$ cat config.mk
export PLATFORM = sky130hd
export DESIGN_NAME = vend_panel_arbiter
export DESIGN_NICKNAME = d
export VERILOG_FILES = /design/src/rtl/vend_pkg.sv /design/src/rtl/vend_rr_arbiter.sv /design/src/rtl/vend_panel_arbiter.sv
export SDC_FILE = /design/constraint.sdc
export NUM_CORES = 1
export LEC_CHECK = 0
export ABC_AREA = 1
export CORE_ASPECT_RATIO = 0.5
export CORE_UTILIZATION = 40
export CTS_BUF_LIST = sky130_fd_sc_hd__clkbuf_4 sky130_fd_sc_hd__clkbuf_8
export CTS_CLUSTER_DIAMETER = 120
export DETAILED_ROUTE_END_ITERATION = 16
export PLACE_DENSITY_LB_ADDON = 0.3
export SLEW_MARGIN = 10
export SYNTH_ARGS = -nofsm -noshare
export SYNTH_HDL_FRONTEND = slang
export SYNTH_SLANG_ARGS = --single-unit
$ cat constraint.sdc
create_clock -name clk -period 2.2 [get_ports clk]
set_input_delay 0.33 -clock clk [delete_from_list [all_inputs] [get_ports clk]]
set_output_delay 0.33 -clock clk [all_outputs]
set_load 0.05 [all_outputs]
$ cat src/rtl/vend_pkg.sv
// Shared encodings for the vending panel arbiter: core service codes, items,
// coin codes/values, item costs and the arbiter state enum.
package vend_pkg;

  localparam logic [1:0] SERVICE_OFF  = 2'd0;
  localparam logic [1:0] SERVICE_ON   = 2'd1;
  localparam logic [1:0] SERVICE_BUSY = 2'd2;

  localparam logic [1:0] ITEM_NONE = 2'd0;
  localparam logic [1:0] ITEM_A    = 2'd1;
  localparam logic [1:0] ITEM_B    = 2'd2;
  localparam logic [1:0] ITEM_C    = 2'd3;

  localparam logic NTD_5 = 1'b1;
  localparam logic NTD_1 = 1'b0;

  localparam int unsigned COIN5_VALUE = 5;
  localparam int unsigned COIN1_VALUE = 1;

  localparam int unsigned COST_A = 8;
  localparam int unsigned COST_B = 15;
  localparam int unsigned COST_C = 20;

  typedef enum logic [2:0] {
    ST_IDLE,
    ST_ISSUE,
    ST_WAIT_BUSY,
    ST_WAIT_OFF,
    ST_REPORT,
    ST_ABORT
  } arb_state_e;

endpackage

$ cat src/rtl/vend_rr_arbiter.sv
// Combinational round-robin pick: first eligible index at or after ptr, wrapping mod N.
module vend_rr_arbiter #(
  parameter int unsigned N    = 4,
  parameter int unsigned IDXW = $clog2(N)
) (
  input  logic [N-1:0]    i_eligible,
  input  logic [IDXW-1:0] i_ptr,
  output logic [N-1:0]    o_winner,
  output logic [IDXW-1:0] o_winner_idx
);

  always_comb begin : pick
    logic        found;
    int unsigned j;
    o_winner     = '0;
    o_winner_idx = '0;
    found        = 1'b0;
    j            = 0;
    for (int unsigned k = 0; k < N; k++) begin
      j = (32'(i_ptr) + k) % N;
      if (!found && i_eligible[j]) begin
        found        = 1'b1;
        o_winner[j]  = 1'b1;
        o_winner_idx = IDXW'(j);
      end
    end
  end

endmodule

$ cat src/rtl/vend_panel_arbiter.sv
// Shares one vending service core among N panels: round-robin issue, service
// tracking through BUSY/OFF, result return with done pulse, and a stall watchdog.
module vend_panel_arbiter
  import vend_pkg::*;
#(
  parameter int unsigned N              = 4,
  parameter int unsigned IDXW           = $clog2(N),
  parameter int unsigned TIMEOUT_CYCLES = 16
) (
  input  logic           clk,
  input  logic           reset,
  input  logic [N-1:0]   req,
  input  logic [2*N-1:0] item_in,
  input  logic [N-1:0]   coin5_in,
  input  logic [N-1:0]   coin1_in,
  output logic [N-1:0]   grant,
  output logic [N-1:0]   done,
  output logic [1:0]     item_out,
  output logic [1:0]     coin5_out,
  output logic [1:0]     coin1_out,
  output logic           err,
  output logic [1:0]     core_item,
  output logic           core_coin5,
  output logic           core_coin1,
  output logic           core_rst_n,
  input  logic [1:0]     core_service,
  input  logic [1:0]     core_item_out,
  input  logic [1:0]     core_coin5_out,
  input  logic [1:0]     core_coin1_out
);

  localparam int unsigned WDW = $clog2(TIMEOUT_CYCLES + 1);
  // Abort decision taken one cycle early so ABORT lands TIMEOUT_CYCLES after ISSUE.
  localparam logic [WDW-1:0] WD_LAST = WDW'(TIMEOUT_CYCLES - 2);

  arb_state_e      r_state;
  logic [IDXW-1:0] r_ptr;
  logic [IDXW-1:0] r_idx;
  logic [WDW-1:0]  r_wd;
  logic [N-1:0]    r_grant;
  logic [N-1:0]    r_done;
  logic [1:0]      r_item_out;
  logic [1:0]      r_coin5_out;
  logic [1:0]      r_coin1_out;
  logic            r_err;
  logic [1:0]      r_core_item;
  logic            r_core_coin5;
  logic            r_core_coin1;
  logic            r_core_rst_n;

  logic [N-1:0]    w_eligible;
  logic [N-1:0]    w_win_onehot;
  logic [IDXW-1:0] w_win_idx;
  logic [IDXW-1:0] w_idx_next;

  always_comb begin
    w_eligible = '0;
    for (int unsigned i = 0; i < N; i++) begin
      w_eligible[i] = req[i] && (item_in[2*i +: 2] != ITEM_NONE);
    end
  end

  assign w_idx_next = (r_idx == IDXW'(N - 1)) ? '0 : r_idx + IDXW'(1);

  vend_rr_arbiter #(
    .N    (N),
    .IDXW (IDXW)
  ) u_rr (
    .i_eligible   (w_eligible),
    .i_ptr        (r_ptr),
    .o_winner     (w_win_onehot),
    .o_winner_idx (w_win_idx)
  );

  always_ff @(posedge clk or posedge reset) begin
    if (reset) begin
      r_state      <= ST_IDLE;
      r_ptr        <= '0;
      r_idx        <= '0;
      r_wd         <= '0;
      r_grant      <= '0;
      r_done       <= '0;
      r_item_out   <= ITEM_NONE;
      r_coin5_out  <= '0;
      r_coin1_out  <= '0;
      r_err        <= 1'b0;
      r_core_item  <= ITEM_NONE;
      r_core_coin5 <= 1'b0;
      r_core_coin1 <= 1'b0;
      r_core_rst_n <= 1'b0;
    end else begin
      // Pulsed outputs default to idle; the core leaves reset one cycle after us.
      r_done       <= '0;
      r_err        <= 1'b0;
      r_core_item  <= ITEM_NONE;
      r_core_coin5 <= 1'b0;
      r_core_coin1 <= 1'b0;
      r_core_rst_n <= 1'b1;
      case (r_state)
        ST_IDLE: begin
          if (core_service == SERVICE_ON && |w_eligible) begin
            r_idx        <= w_win_idx;
            r_grant      <= w_win_onehot;
            r_core_item  <= item_in[{w_win_idx, 1'b0} +: 2];
            r_core_coin5 <= coin5_in[w_win_idx];
            r_core_coin1 <= coin1_in[w_win_idx];
            r_state      <= ST_ISSUE;
          end
        end
        ST_ISSUE: begin
          r_wd    <= '0;
          r_state <= ST_WAIT_BUSY;
        end
        ST_WAIT_BUSY, ST_WAIT_OFF: begin
          if (r_wd == WD_LAST) begin
            r_err        <= 1'b1;
            r_core_rst_n <= 1'b0;
            r_state      <= ST_ABORT;
          end else begin
            r_wd <= r_wd + WDW'(1);
            if (r_state == ST_WAIT_BUSY && core_service == SERVICE_BUSY) begin
              r_state <= ST_WAIT_OFF;
            end else if (r_state == ST_WAIT_OFF && core_service == SERVICE_OFF) begin
              r_item_out  <= core_item_out;
              r_coin5_out <= core_coin5_out;
              r_coin1_out <= core_coin1_out;
              r_done      <= r_grant;
              r_state     <= ST_REPORT;
            end
          end
        end
        ST_REPORT, ST_ABORT: begin
          r_grant <= '0;
          r_ptr   <= w_idx_next;
          r_state <= ST_IDLE;
        end
        default: r_state <= ST_IDLE;
      endcase
    end
  end

  assign grant      = r_grant;
  assign done       = r_done;
  assign item_out   = r_item_out;
  assign coin5_out  = r_coin5_out;
  assign coin1_out  = r_coin1_out;
  assign err        = r_err;
  assign core_item  = r_core_item;
  assign core_coin5 = r_core_coin5;
  assign core_coin1 = r_core_coin1;
  assign core_rst_n = r_core_rst_n;

endmodule

; Yosys cells after proc, flatten, opt, wreduce, memory -nomap -nowiden
; Index checks and enable logic that the tools add are counted.
[classes]
n_addsub = 5
order_cmp = 9
eq_ne = 12
shifts = 1
mux = 55
n_bitwise = 5
reduce_logical = 33
[op_table]
columns = cell, n
row1 = 4-bit two-way mux, 9
row2 = 1-bit two-way mux, 21
row3 = 2-bit by 3-bit < comparator with 1-bit output (second input constant), 5
row4 = 1-bit logical AND, 14
row5 = 2-bit two-way mux, 7
row6 = 1-bit binary-select mux with 2-bit select, 6
row7 = 3-bit two-way mux, 4
row8 = 4-bit bitwise OR, 3
row9 = 2-bit nonzero test, 6
row10 = 5-bit one-hot mux with 2 select lines, 1
row11 = 3-bit one-hot mux with 3 select lines, 1
row12 = 1-bit demux with 2-bit select, 4
row13 = 2-bit by 1-bit >= comparator with 1-bit output (second input constant), 4
row14 = 4-bit one-hot mux with 2 select lines, 1
row15 = 2-bit AND reduction, 4
row16 = 8-bit by 4-bit indexed part select with 2-bit output, 1
row17 = 3-bit by 2-bit equality test with 1-bit output (second input constant), 2
row18 = 3-bit equality test (second input constant), 2
row19 = 5-bit by 1-bit adder with 5-bit output (second input constant), 1
row20 = 5-bit by 4-bit equality test with 1-bit output (second input constant), 1
row21 = 5-bit two-way mux, 1
row22 = 2-bit by 1-bit adder with 2-bit output (second input constant), 2
row23 = 2-bit adder (second input constant), 2
row24 = 2-bit equality test (second input constant), 2
row25 = other kinds (11), 16
[totals]
reg_bits = 32
input_bits = 30
out_inout_bits = 20
elab_cells = 134

; Logic depth before layout (Yosys ltp)
; Gate-level depths: netlist of run 1.
[logic_depth]
depth_word = 18
ltp_mapped = 14
mapped_depth_nobuf = 13

; Hierarchy
; A second synthesis of run 1 with hierarchy kept.
[hier_totals]
cells_unflattened = 274
hier_area_um2 = 2099.5
[by_module_without_submodules]
columns = module, instances, cells_each, area_each_um2, seq_area_each_um2
row1 = vend_panel_arbiter, 1, 192, 1622.8, 800.8
row2 = vend_rr_arbiter, 1, 82, 476.7, 0.0

; Worst setup path after synthesis of run 1
; OpenSTA, ideal clock, no wires.
[synth_path]
path_kind = register to register
startpoint = register r_ptr[0]
endpoint = register r_core_coin1, in the netlist core_coin1
setup_ns = 0.116
arrival_time_ns = 1.850
required_time_ns = 2.084
setup_slack_ns = 0.234
path_stages_with_launch = 15
path_buffers = 2
synth_period_minus_slack_ns = 1.966
path_cell_list = dfrtp_1 -> buf_6 -> inv_4 -> buf_12 -> ha_1 -> inv_1 -> nand3_1 -> nand2_2 -> nand2_1 -> nand2_2 -> nand2_8 -> nand3_1 -> nand2_1 -> nand2_1 -> nand2_1
[synth_between]
elab_chain_cells = 16
elab_cells_between_ends = 28
classes_between = 3 x add/sub / 19 x mux / 6 x reduce/logical
[synth_rtl]
columns = element, line
row1 = start: declaration, vend_panel_arbiter.sv:37  ; logic [IDXW-1:0] r_ptr;
row2 = start signal: assignment, vend_panel_arbiter.sv:134  ; r_ptr <= w_idx_next;
row3 = branches (longest 11 deep; another with 2-bit by 1-bit adder with 2-bit output), --
row4 = 2-bit two-way mux *, vend_rr_arbiter.sv:21  ; if (!found && i_eligible[j]) begin
row5 = 1-bit binary-select mux with 2-bit select *, vend_panel_arbiter.sv:106  ; r_core_coin1 <= coin1_in[w_win_idx];
row6 = 1-bit two-way mux (implied by the code) *, vend_panel_arbiter.sv:106
row7 = 1-bit two-way mux *, vend_panel_arbiter.sv:101  ; if (core_service == SERVICE_ON && |w_eligible) begin
row8 = 1-bit two-way mux *, vend_panel_arbiter.sv:99  ; case (r_state)
row9 = end signal: assignment, vend_panel_arbiter.sv:106
row10 = end: declaration, vend_panel_arbiter.sv:48  ; logic r_core_coin1;
; Mark *: on every way between the ends. The select of a mux whose other input is x is not followed.
; A chain may end at the register's enable or synchronous reset.

; Worst setup path in the final report of run 1
[layout_path]
startpoint = register r_ptr[0]
endpoint = register r_core_item[0], in the netlist core_item[0]
[layout_between]
elab_chain_cells = 15
elab_cells_between_ends = 27
classes_between = 3 x add/sub / 1 x shift / 17 x mux / 6 x reduce/logical
[layout_rtl]
columns = element, line
row1 = branches (longest 11 deep; another with 2-bit by 1-bit adder with 2-bit output), --
row2 = 2-bit two-way mux *, vend_rr_arbiter.sv:21
row3 = 8-bit by 4-bit indexed part select with 2-bit output *, vend_panel_arbiter.sv:104  ; r_core_item <= item_in[{w_win_idx, 1'b0} +: 2];
row4 = 2-bit two-way mux *, vend_panel_arbiter.sv:101
row5 = 2-bit two-way mux *, vend_panel_arbiter.sv:99
row6 = end signal: assignment, vend_panel_arbiter.sv:104
row7 = end: declaration, vend_panel_arbiter.sv:46  ; logic [1:0] r_core_item;
; Marked as above.

==> results.md, run 1 <==
- Vias/cell: 4.856
- Clock-pin slew on the worst setup and hold paths: 70 ps
- Ys Warns: 0
- Crit Path Category: reg -> reg
- GR Util met3: 4.358%
- CP Max Fanout: 10
- VDD IR max: 0.5721 mV
- Routed WL: 4999 um
- Area Growth Syn to Fin: 33.68%
- Setup Buffers After CTS: 0
- # diodes: 0
- CTS buffer count: 5
- Largest net degree at the start of global routing: 33
- Final Hold Vio Count: 0
- Core ar.: 5045 um^2
- Clock sink count: 32
- Clock latency on the worst-skew pair: 280 ps
- Nets: 381
- Share of layout cells above drive strength 1: 13.20%
- Total of max-cap violations: 0
- Sequential area share after synthesis: 37.17%
- Slowest cell on crit path: dfrtp_1
- Fin crit share: 90.23%
- Setup_tns: 0 ps
- Netlist cell types: 25
- GR peak layer: met2
- Reg2Reg Setup Slack: 210 ps
- # resized after CTS: 0
- Worst Setup Start Kind: flip-flop
- Number of global-route vias before repair: 1858
- Die height: 53.90 um
- Max Slew Vio Count: 0
- Slowest stage delay, CP: 400 ps
- WP data required: 2370 ps
- Drt wl/cell: 12.16 um
- Fmax: 503.8 MHz
- Net Count, Synth: 320
- Leakage power: 1.469 nW
- Port-buffer cells: 49
- Num ports: 50
- Root Buffer Master: clkbuf_8
- Status: finished, final reports clean
- Non-filler instance count after layout: 411
- M1 GR Usage: 23.96%
- Initial DRC Count: 120
- Grt met2 use: 32.90%
- Critical path capture point type: flip-flop
- Initial antenna violation count: 0
- Initial Utilization: 42.71%
- # setup viols final: 0
- 1st-pass router iterations: 4
- First-pass GRT wire length: 8280 um
- Min Tclk post-route: 1985 ps
- Rel. slew slack: 64.95%
- Worst Clk Skew: 7.589 ps
- RSZ-0062 raised after global routing: false
- CTS Hold Bufs: 0
- Data arrival, critical path: 2150 ps
- Gr usage total: 18.72%
- Syn Area/Cell: 7.722 um^2
- H-tree depth: 2
- Routed Antenna Nets: 0
- Hold Crit Class: in -> async
- DP Wirelength: 3936 um
- Mapped cell area: 2155 um^2
- Placed cell count: 403
- Cells along the critical path: inv_4, ha_1, inv_1, nand3_1, nand2_1, nand2_2, nand2_4, nand2_8, nand3_1, nand2_1, nand2_1, nand2_1
- Cell row count: 18
- Grt total ovfl: 0
- TritonCTS clock tree: yes
- Clk buf depth: 2
- Critical path's most frequent cell: nand2_1
- Die width: 105.8 um
- DR vias: 1996
- Power per Cell Area: 1386 nW/um^2
- DRC errors left: 0
- Final Wtd Congestion: 0.8570
- Synth Instances: 279
- Seq cells post-synth: 32
- Slew @ Worst Pin: 524.1 ps
- Die footprint: 5702 um^2
-- metal layers --
metal / routed length (um) / vias up
met1: 2372 / 926
met2: 2403 / 46
met3: 190 / 4
met4: 33 / 0
met5: 0 / -
li1: - / 1020
-- power by group --
group          switching [mW]  internal [mW]
registers               0.129          0.775
logic                    1.63          0.836
clock network           0.222          0.400
-- per-stage QoR --
stage	hold WS, ps	power, mW	setup slack (ps)	instance area, um^2	utilization (%)
6_report	430.8	3.991	214.9	2880	57.09
4_1_cts	438.1	3.993	237.4	2880	57.09
5_1_grt	455.5	4.307	76.74	2880	57.09
2_1_floorplan	446.2	2.747	233.8	2155	-
3_5_place_dp	499.6	3.359	14.52	2754	54.59
3_3_place_gp	489.2	3.298	35.63	2754	54.59
-- Yosys cell counts --
library cell  number  area (um^2)
a21oi_1            2        10.01
buf_12             1        20.02
buf_6              1        11.26
dfrtp_1           32        800.8
ha_1              11        137.6
inv_1             33        123.9
inv_4              1        6.260
mux2_2             6        67.56
nand2_1          100        375.4
nand2_2            5        31.28
nand2_4            5        56.30
nand2_8            1        20.02
nand3_1           31        155.2
nand3_2            6        60.06
nand3_4            1        17.52
nand4_1            9        56.30
nor2_1            14        52.55
nor2_2             1        6.260
nor2_4             2        22.52
nor2_8             1        20.02
nor3_1             4        20.02
nor3b_1            2        15.01
nor4_4             1        21.27
o21ai_0            8        40.04
o31ai_1            1        7.510
-- worst paths after layout --
kind / endpoint / depth (start not counted) / from
min in group clk: r_idx[1]$_DFFE_PP0P_ / 2 / r_idx[1]$_DFFE_PP0P_
worst max-delay path: core_item[0]$_DFF_PP0_ / 12 / r_ptr[0]$_DFFE_PP0N_
max in group asynchronous: done[1]$_DFF_PP0_ / 3 / reset
worst max register to register: core_item[0]$_DFF_PP0_ / 12 / r_ptr[0]$_DFFE_PP0N_
worst min-delay path: core_coin5$_DFF_PP0_ / 3 / reset
worst min register to register: r_idx[1]$_DFFE_PP0P_ / 2 / r_idx[1]$_DFFE_PP0P_
-- worst max-delay path, delay by kind of cell (launching register included) --
kind | cells | cell delay [ps]
adder cells (fa/ha/maj) | 1 | 360
flip-flops | 1 | 400
AND/OR/NAND/NOR | 9 | 880
buffers and inverters | 2 | 220
-- area by class of cell --
| cell class | instances | area (um^2) |
|---|---|---|
| Fill cell | 488 | 2165 |
| Multi-Input combinational cell | 211 | 1192 |
| Sequential cell | 32 | 800.8 |
| Timing Repair Buffer | 56 | 543.0 |
| Inverter | 34 | 130.1 |
| Clock buffer | 7 | 96.34 |
| Tap cell | 70 | 87.58 |
| Clock inverter | 1 | 30.03 |
-- registers in the layout, summed over array words and instances, names as in the netlist --
signal / cells
r_wd: 5
r_ptr: 2
core_coin1: 1
err: 1
r_idx: 2
done: 4
core_item: 2
r_state: 3
core_coin5: 1
item_out: 2
coin5_out: 2
coin1_out: 2
grant: 4
core_rst_n: 1
-- cell usage in the layout (no fill, tap or decap), types with 4 or more instances in the layout --
| cell type | netlist | routed |
|---|---|---|
| nor2_1 | 14 | 14 |
| nand2_2 | 5 | 5 |
| dfrtp_1 | 32 | 32 |
| nand2_1 | 100 | 100 |
| mux2_2 | 6 | 6 |
| nand4_1 | 9 | 9 |
| o21ai_0 | 8 | 8 |
| nand2_4 | 5 | 5 |
| clkdlybuf4s50_1 | 0 | 49 |
| inv_1 | 33 | 33 |
| buf_4 | 0 | 7 |
| clkbuf_8 | 0 | 7 |
| ha_1 | 11 | 11 |
| nand3_2 | 6 | 6 |
| nor3_1 | 4 | 4 |
| nand3_1 | 31 | 31 |
-- cell families (layout without fill, tap and decap cells) --
family	after synthesis	count (layout)	share of synthesized area, %
simple gates	183	183	43.15
buf+inv	36	98	7.492
flops	32	32	37.17
fa+ha+maj	11	11	6.388
compound gates	11	11	2.672
mux	6	6	3.136
(Power assumes the default switching activity.)
==> run 2: changes to the inputs <==
==> constraint.sdc (replaced) <==
create_clock -name clk -period 2.1 [get_ports clk]
set_input_delay 0.315 -clock clk [delete_from_list [all_inputs] [get_ports clk]]
set_output_delay 0.315 -clock clk [all_outputs]
set_load 0.05 [all_outputs]
==> run 2 against run 1 <==
  * Combinational power rose by 4%
  * Sequential share of layout area fell by 0.17 points
  * Sequential power grew 4.2%
  * Core utilization is 0.35 points higher
  * Largest power group unchanged
  * Die area unchanged
==> results.md, run 2 (synthesis results as in run 1) <==
- Core ar.: 5045 um^2 (unchanged)
- Clk buf depth: 2 (unchanged)
- Hold Crit Class: in -> async
- Critical path capture point type: flip-flop
- Reg2Reg Setup Slack: 130 ps (-80 ps)
- Largest net degree at the start of global routing: 33 (unchanged)
- Area of the multi-input gates: 1195 um^2 (+0.21%)
- Clock latency on the worst-skew pair: 280 ps (about the same)
- Worst Clk Skew: 5.903 ps (-1.686 ps)
- Terminus of the critical flop-to-flop path: core_item[1]$_DFF_PP0_
- Die width: 105.8 um (unchanged)
- Data arrival, critical path: 2130 ps (-20 ps)
- Setup Buffers After CTS: 0 (unchanged)
- Root Buffer Master: clkbuf_8
- Placement Setup Slack: -41.69 ps (-56.20 ps)
- Biggest register: r_wd
- Die footprint: 5702 um^2 (unchanged)
- CP Max Fanout: 8 (-2)
- Post-DP Area: 2769 um^2 (+0.55%)
- DRC errors left: 0 (unchanged)
- H-tree depth: 2 (unchanged)
- Clock-pin slew on the worst setup and hold paths: 70 ps (about the same)
- Fillers: 477 (-2.3%)
- Min Tclk post-route: 1967 ps (-17.90 ps)
- Worst r2r src: r_ptr[0]$_DFFE_PP0N_
- Share of layout cells above drive strength 1: 13.99% (+0.80 points)
- Total of max-cap violations: 0 (unchanged)
- Number of global-route vias before repair: 1755 (-5.5%)
- Cell row count: 18 (unchanged)
- RSZ-0062 raised after global routing: false
- CTS buffer count: 5 (unchanged)
- Register area: 800.8 um^2 (unchanged)
- Routed Antenna Nets: 0 (unchanged)
- Rel. slew slack: 65.67% (+0.72 points)
- Status: finished, final reports clean
- Gr usage total: 18.01% (-0.71 points)
- Worst Setup SP: r_ptr[0]$_DFFE_PP0N_
- First-pass GRT wire length: 7900 um (-4.6%)
- Worst Setup Start Kind: flip-flop
- Final Hold Vio Count: 0 (unchanged)
- 1st-pass router iterations: 4 (unchanged)
- DP Wirelength: 3805 um (-3.3%)
- Crit Path Category: reg -> reg
- Area Growth Syn to Fin: 34.49%
- Grt total ovfl: 0 (unchanged)
- Commonest non-fill, non-tap cell in the layout: nand2_1
- TritonCTS clock tree: yes
- Initial Utilization: 42.71% (unchanged)
- Fmax: 508.3 MHz (+0.91%)
- Most frequent cells in the layout: 99 x nand2_1, 49 x clkdlybuf4s50_1, 33 x inv_1
- Port-buffer cells: 49 (unchanged)
- Max Slew Vio Count: 0 (unchanged)
- Die height: 53.90 um (unchanged)
- Num ports: 50 (unchanged)
- Power per Cell Area: 1439 nW/um^2 (+3.8%)
- Fin util: 57.44% (+0.35 points)
- Drt wl/cell: 11.61 um (-4.5%)
- Initial antenna violation count: 0 (unchanged)
- Slew @ Worst Pin: 513.3 ps (-10.81 ps)
- Final Wtd Congestion: 0.8387 (-2.1%)
- Worst reg-to-reg path cell count: 12 (unchanged)
- Max reg flops: 5 (unchanged)
- DR vias: 1975 (-1.1%)
- Leakage power: 1.478 nW (+0.66%)
- Initial DRC Count: 67 (-44%)
- Non-Filler Cell Area, Final: 2898 um^2 (+0.61%)
- Worst setup path endpoint: core_item[1]$_DFF_PP0_
- # diodes: 0 (unchanged)
- Nets: 383 (+0.52%)
- Final worst slack: 132.8 ps (-82.10 ps)
- Vias/cell: 4.782 (-1.5%)
- WP data required: 2270 ps (-100 ps)
- Setup_tns: 0 ps (unchanged)
- Routed WL: 4795 um (-4.1%)
- VDD IR max: 0.6901 mV (+21%)
- # setup viols final: 0 (unchanged)
- Clock sink count: 32 (unchanged)
- Fin crit share: 93.67% (+3.4 points)
run 2: per-layer routing:
layer  global-route usage (%)  share of wire, %
met1                    23.41                49
met2                    31.81                47
met5                        0                 0
met4                    4.861              0.83
met3                    3.269               2.8
run 2: power by group:
| part | switching [mW] | internal (mW) | total (mW) | leakage [nW] |
|---|---|---|---|---|
| clock network | 0.225 | 0.419 | 0.644 | 0.0645 |
| logic | 1.70 | 0.881 | 2.58 | 0.997 |
| registers | 0.130 | 0.812 | 0.942 | 0.417 |
| total | 2.06 | 2.11 | 4.17 | 1.48 |
run 2: timing repair:
action                     CTS  global route
hold endpoints to repair     0             0
setup endpoints to repair    0             3
resized for setup            0             1
hold buffers                 0             0
run 2: final cells by class:
cell class	instances	area share, %
sequential	32	27.63
clock buffer	7	3.325
timing repair buffer	58	19.26
inverter	34	4.491
tap	70	3.022
clock inverter	1	1.036
multi-input combinational	211	41.24
run 2: per-stage QoR:
step	hold slack [ps]	cells	power [mW]
after floorplan	431.2	279	2.878
after CTS	430.5	413	4.157
after global routing	471.0	413	4.479
after global placement	485.2	405	3.455
final	417.5	413	4.170
after detailed placement	492.3	405	3.498
run 2: how the worst min path moves through the flow:
| stage | startpoint | to | slack [ps] | cells after the start |
|---|---|---|---|---|
| floorplan | reset | coin1_out[0]$_DFFE_PP0P_ | 430 | 1 |
| CTS | reset | r_ptr[0]$_DFFE_PP0N_ | 430 | 3 |
| global placement | r_idx[1]$_DFFE_PP0P_ | r_idx[1]$_DFFE_PP0P_ | 490 | 2 |
| global route | reset | core_coin1$_DFF_PP0_ | 470 | 3 |
| detailed placement | coin5_out[0]$_DFFE_PP0P_ | coin5_out[0]$_DFFE_PP0P_ | 490 | 1 |
| finish | reset | core_item[0]$_DFF_PP0_ | 420 | 3 |
run 2: critical path: stages, from the launching register on:
cell	delay [ps]
dfrtp_1	400
inv_4	90
ha_1	370
inv_1	150
nand3_1	110
nand2_2	130
nand2_1	130
nand2_2	130
nand2_8	80
nand3_1	80
nand2_1	70
nand2_1	70
nand2_1	50
==> run 3: changes to the inputs <==
--- a/config.mk
+++ b/config.mk
@@ -7,6 +7,7 @@
 export LEC_CHECK = 0
 export ABC_AREA = 1
 export CORE_ASPECT_RATIO = 0.5
+export CORE_MARGIN = 5
 export CORE_UTILIZATION = 40
 export CTS_BUF_LIST = sky130_fd_sc_hd__clkbuf_4 sky130_fd_sc_hd__clkbuf_8
 export CTS_CLUSTER_DIAMETER = 120
==> run 3 against run 2 <==
  * Register-to-register slack better by 40 ps
  * Sequential power hardly changed
  * Die area is 24% higher
  * Setup slack better by 42 ps
  * Final cell count is 0.24% lower
  * Final area stayed put
  * Hold slack worse by 3.6 ps
  * Clock power is 9.5% lower
  * Critical endpoint is now grant[2]$_DFFE_PP0P_
  * Wire length is 6.3% higher
  * Largest cell class unchanged
  * Sequential share of layout area stayed put
  * Total power is 0.25% lower
==> results.md, run 3 (synthesis results as in run 1) <==
- Status: finished, final reports clean
- Vias/cell: 4.874 (+1.9%)
- Fin crit share: 91.65% (-2.0 points)
- Num ports: 50 (unchanged)
- Rel. slew slack: 65.49% (-0.18 points)
- VDD IR max: 0.6205 mV (-10%)
- Hold Crit Class: in -> async
- Clk buf depth: 2 (unchanged)
- Port-buffer cells: 49 (unchanged)
- # diodes: 0 (unchanged)
- Worst reg-to-reg path cell count: 11 (-1)
- Clock-pin slew on the worst setup and hold paths: 70 ps (about the same)
- Largest net degree at the start of global routing: 33 (unchanged)
- Routed WL: 5099 um (+6.3%)
- Cell row count: 18 (unchanged)
- Post-DP Area: 2761 um^2 (-0.27%)
- # setup viols final: 0 (unchanged)
- Critical path capture point type: flip-flop
- Final Wtd Congestion: 0.8836 (+5.4%)
- WP data required: 2320 ps (+50 ps)
- Area Growth Syn to Fin: 34.49% (unchanged)
- Setup_tns: 0 ps (unchanged)
- Number of global-route vias before repair: 1971 (+12%)
- Drt wl/cell: 12.38 um (+6.6%)
- WHS: 413.9 ps (-3.593 ps)
- Core ar.: 5067 um^2 (+0.45%)
- Root Buffer Master: clkbuf_8
- Total of max-cap violations: 0 (unchanged)
- CTS buffer count: 5 (unchanged)
- Initial DRC Count: 73 (+9.0%)
- H-tree depth: 2 (unchanged)
- Clock latency on the worst-skew pair: 290 ps (about the same)
- Share of layout cells above drive strength 1: 14.62% (+0.63 points)
- Setup Buffers After CTS: 0 (unchanged)
- Biggest register: r_wd
- Routed Antenna Nets: 0 (unchanged)
- Max reg flops: 5 (unchanged)
- 1st-pass router iterations: 4 (unchanged)
- Die footprint: 7043 um^2 (+24%)
- Die height: 61.90 um (+15%)
- Most frequent cells in the layout: 98 x nand2_1, 49 x clkdlybuf4s50_1, 33 x inv_1
- Final Hold Vio Count: 0 (unchanged)
- Critical path's most frequent cell: nand2_1
- Slowest cell on crit path: dfrtp_1
- Pwr Total: 4.159 mW (-0.25%)
- Clock sink count: 32 (unchanged)
- RSZ-0062 raised after global routing: false
- TritonCTS clock tree: yes
- Reg2Reg Setup Slack: 180 ps (+40 ps)
- Min Tclk post-route: 1925 ps (-42.41 ps)
- Non-Filler Cell Area, Final: 2898 um^2 (unchanged)
- CP Max Fanout: 8 (unchanged)
- Power per Cell Area: 1435 nW/um^2 (-0.25%)
- Initial antenna violation count: 0 (unchanged)
- Crit Path Category: reg -> reg
- Gr usage total: 15.26% (-2.8 points)
- Initial Utilization: 42.52% (-0.19 points)
- Fmax: 519.5 MHz (+2.2%)
- Nets: 382 (-0.26%)
- Slew @ Worst Pin: 516.0 ps (+2.677 ps)
- DP Wirelength: 4058 um (+6.6%)
- Commonest non-fill, non-tap cell in the layout: nand2_1
- Worst r2r src: r_ptr[0]$_DFFE_PP0N_
- Worst Clk Skew: 5.689 ps (-0.2134 ps)
- Leakage power: 1.466 nW (-0.81%)
- Cells along the critical path: inv_4, ha_1, inv_1, nand3_1, nand2_2, nand2_2, nor2_1, nand2_1, nand4_1, nand2_1, nand2_1
- Fin util: 57.19% (-0.26 points)
- Terminus of the critical flop-to-flop path: grant[2]$_DFFE_PP0P_
- DRC errors left: 0 (unchanged)
- Data arrival, critical path: 2140 ps (about the same)
- First-pass GRT wire length: 8625 um (+9.2%)
- DR vias: 2008 (+1.7%)
- # resized after CTS: 0 (unchanged)
- Worst Setup Start Kind: flip-flop
- Die width: 113.8 um (+7.6%)
- Fillers: 476 (-0.21%)
- Grt total ovfl: 0 (unchanged)
- Slowest stage delay, CP: 420 ps (+20 ps)
- Max Slew Vio Count: 0 (unchanged)
- CTS Hold Bufs: 0 (unchanged)
-- run 3: cell count changes in the layout (fill, tap and decap cells not counted), sizes merged --
cell / previous run / this run
buf: 9 / 8
clkbuf: 7 / 5
clkinv: 0 / 1
clkinvlp: 0 / 1
-- run 3: worst max-delay path by stage --
stage | startpoint | to | slack (ps) | cells past startpoint
6_report | r_ptr[0]$_DFFE_PP0N_ | grant[2]$_DFFE_PP0P_ | 180 | 11
4_1_cts | r_ptr[0]$_DFFE_PP0N_ | core_coin1$_DFF_PP0_ | 120 | 11
2_1_floorplan | r_ptr[0]$_DFFE_PP0N_ | core_coin1$_DFF_PP0_ | 130 | 14
5_1_grt | r_ptr[0]$_DFFE_PP0N_ | grant[2]$_DFFE_PP0P_ | 30 | 11
3_5_place_dp | item_in[0] | core_coin1$_DFF_PP0_ | -30 | 13
3_3_place_gp | item_in[0] | core_coin1$_DFF_PP0_ | 3 | 14
-- run 3: worst max-delay path: cells and delay by family, from the launching register on --
kind / cells / cell delay (ps)
buffers and inverters: 2 / 210
adders and majority gates: 1 / 360
and+or+nand+nor: 8 / 870
DFF: 1 / 420
-- run 3: report_power, final --
part	internal [mW]	switching, mW
Clock	0.351	0.232
Sequential	0.812	0.131
Combinational	0.903	1.73
-- run 3: stage by stage --
step / setup WS [ps] / cells
3_3_place_gp: 2.760 / 404
3_5_place_dp: -25.50 / 404
6_report: 175.2 / 412
2_1_floorplan: 133.8 / 279
4_1_cts: 123.7 / 412
5_1_grt: 25.76 / 412
-- run 3: per-layer routing --
metal	wire (um)	GRT usage [%]	vias to the layer above
met5	0	0	-
met4	59	3.553	0
met3	157	3.482	7
met2	2579	28.95	31
met1	2303	18.23	945
li1	-	-	1025
-- run 3: cell type report --
type	instances	area, um^2	share of cell area (%)
Multi-Input combinational cell	211	1217	42.01
Sequential cell	32	800.8	27.63
Timing Repair Buffer	57	550.5	19.00
Inverter	34	130.1	4.491
Tap cell	70	87.58	3.022
Clock buffer	5	68.82	2.375
Clock inverter	3	42.54	1.468
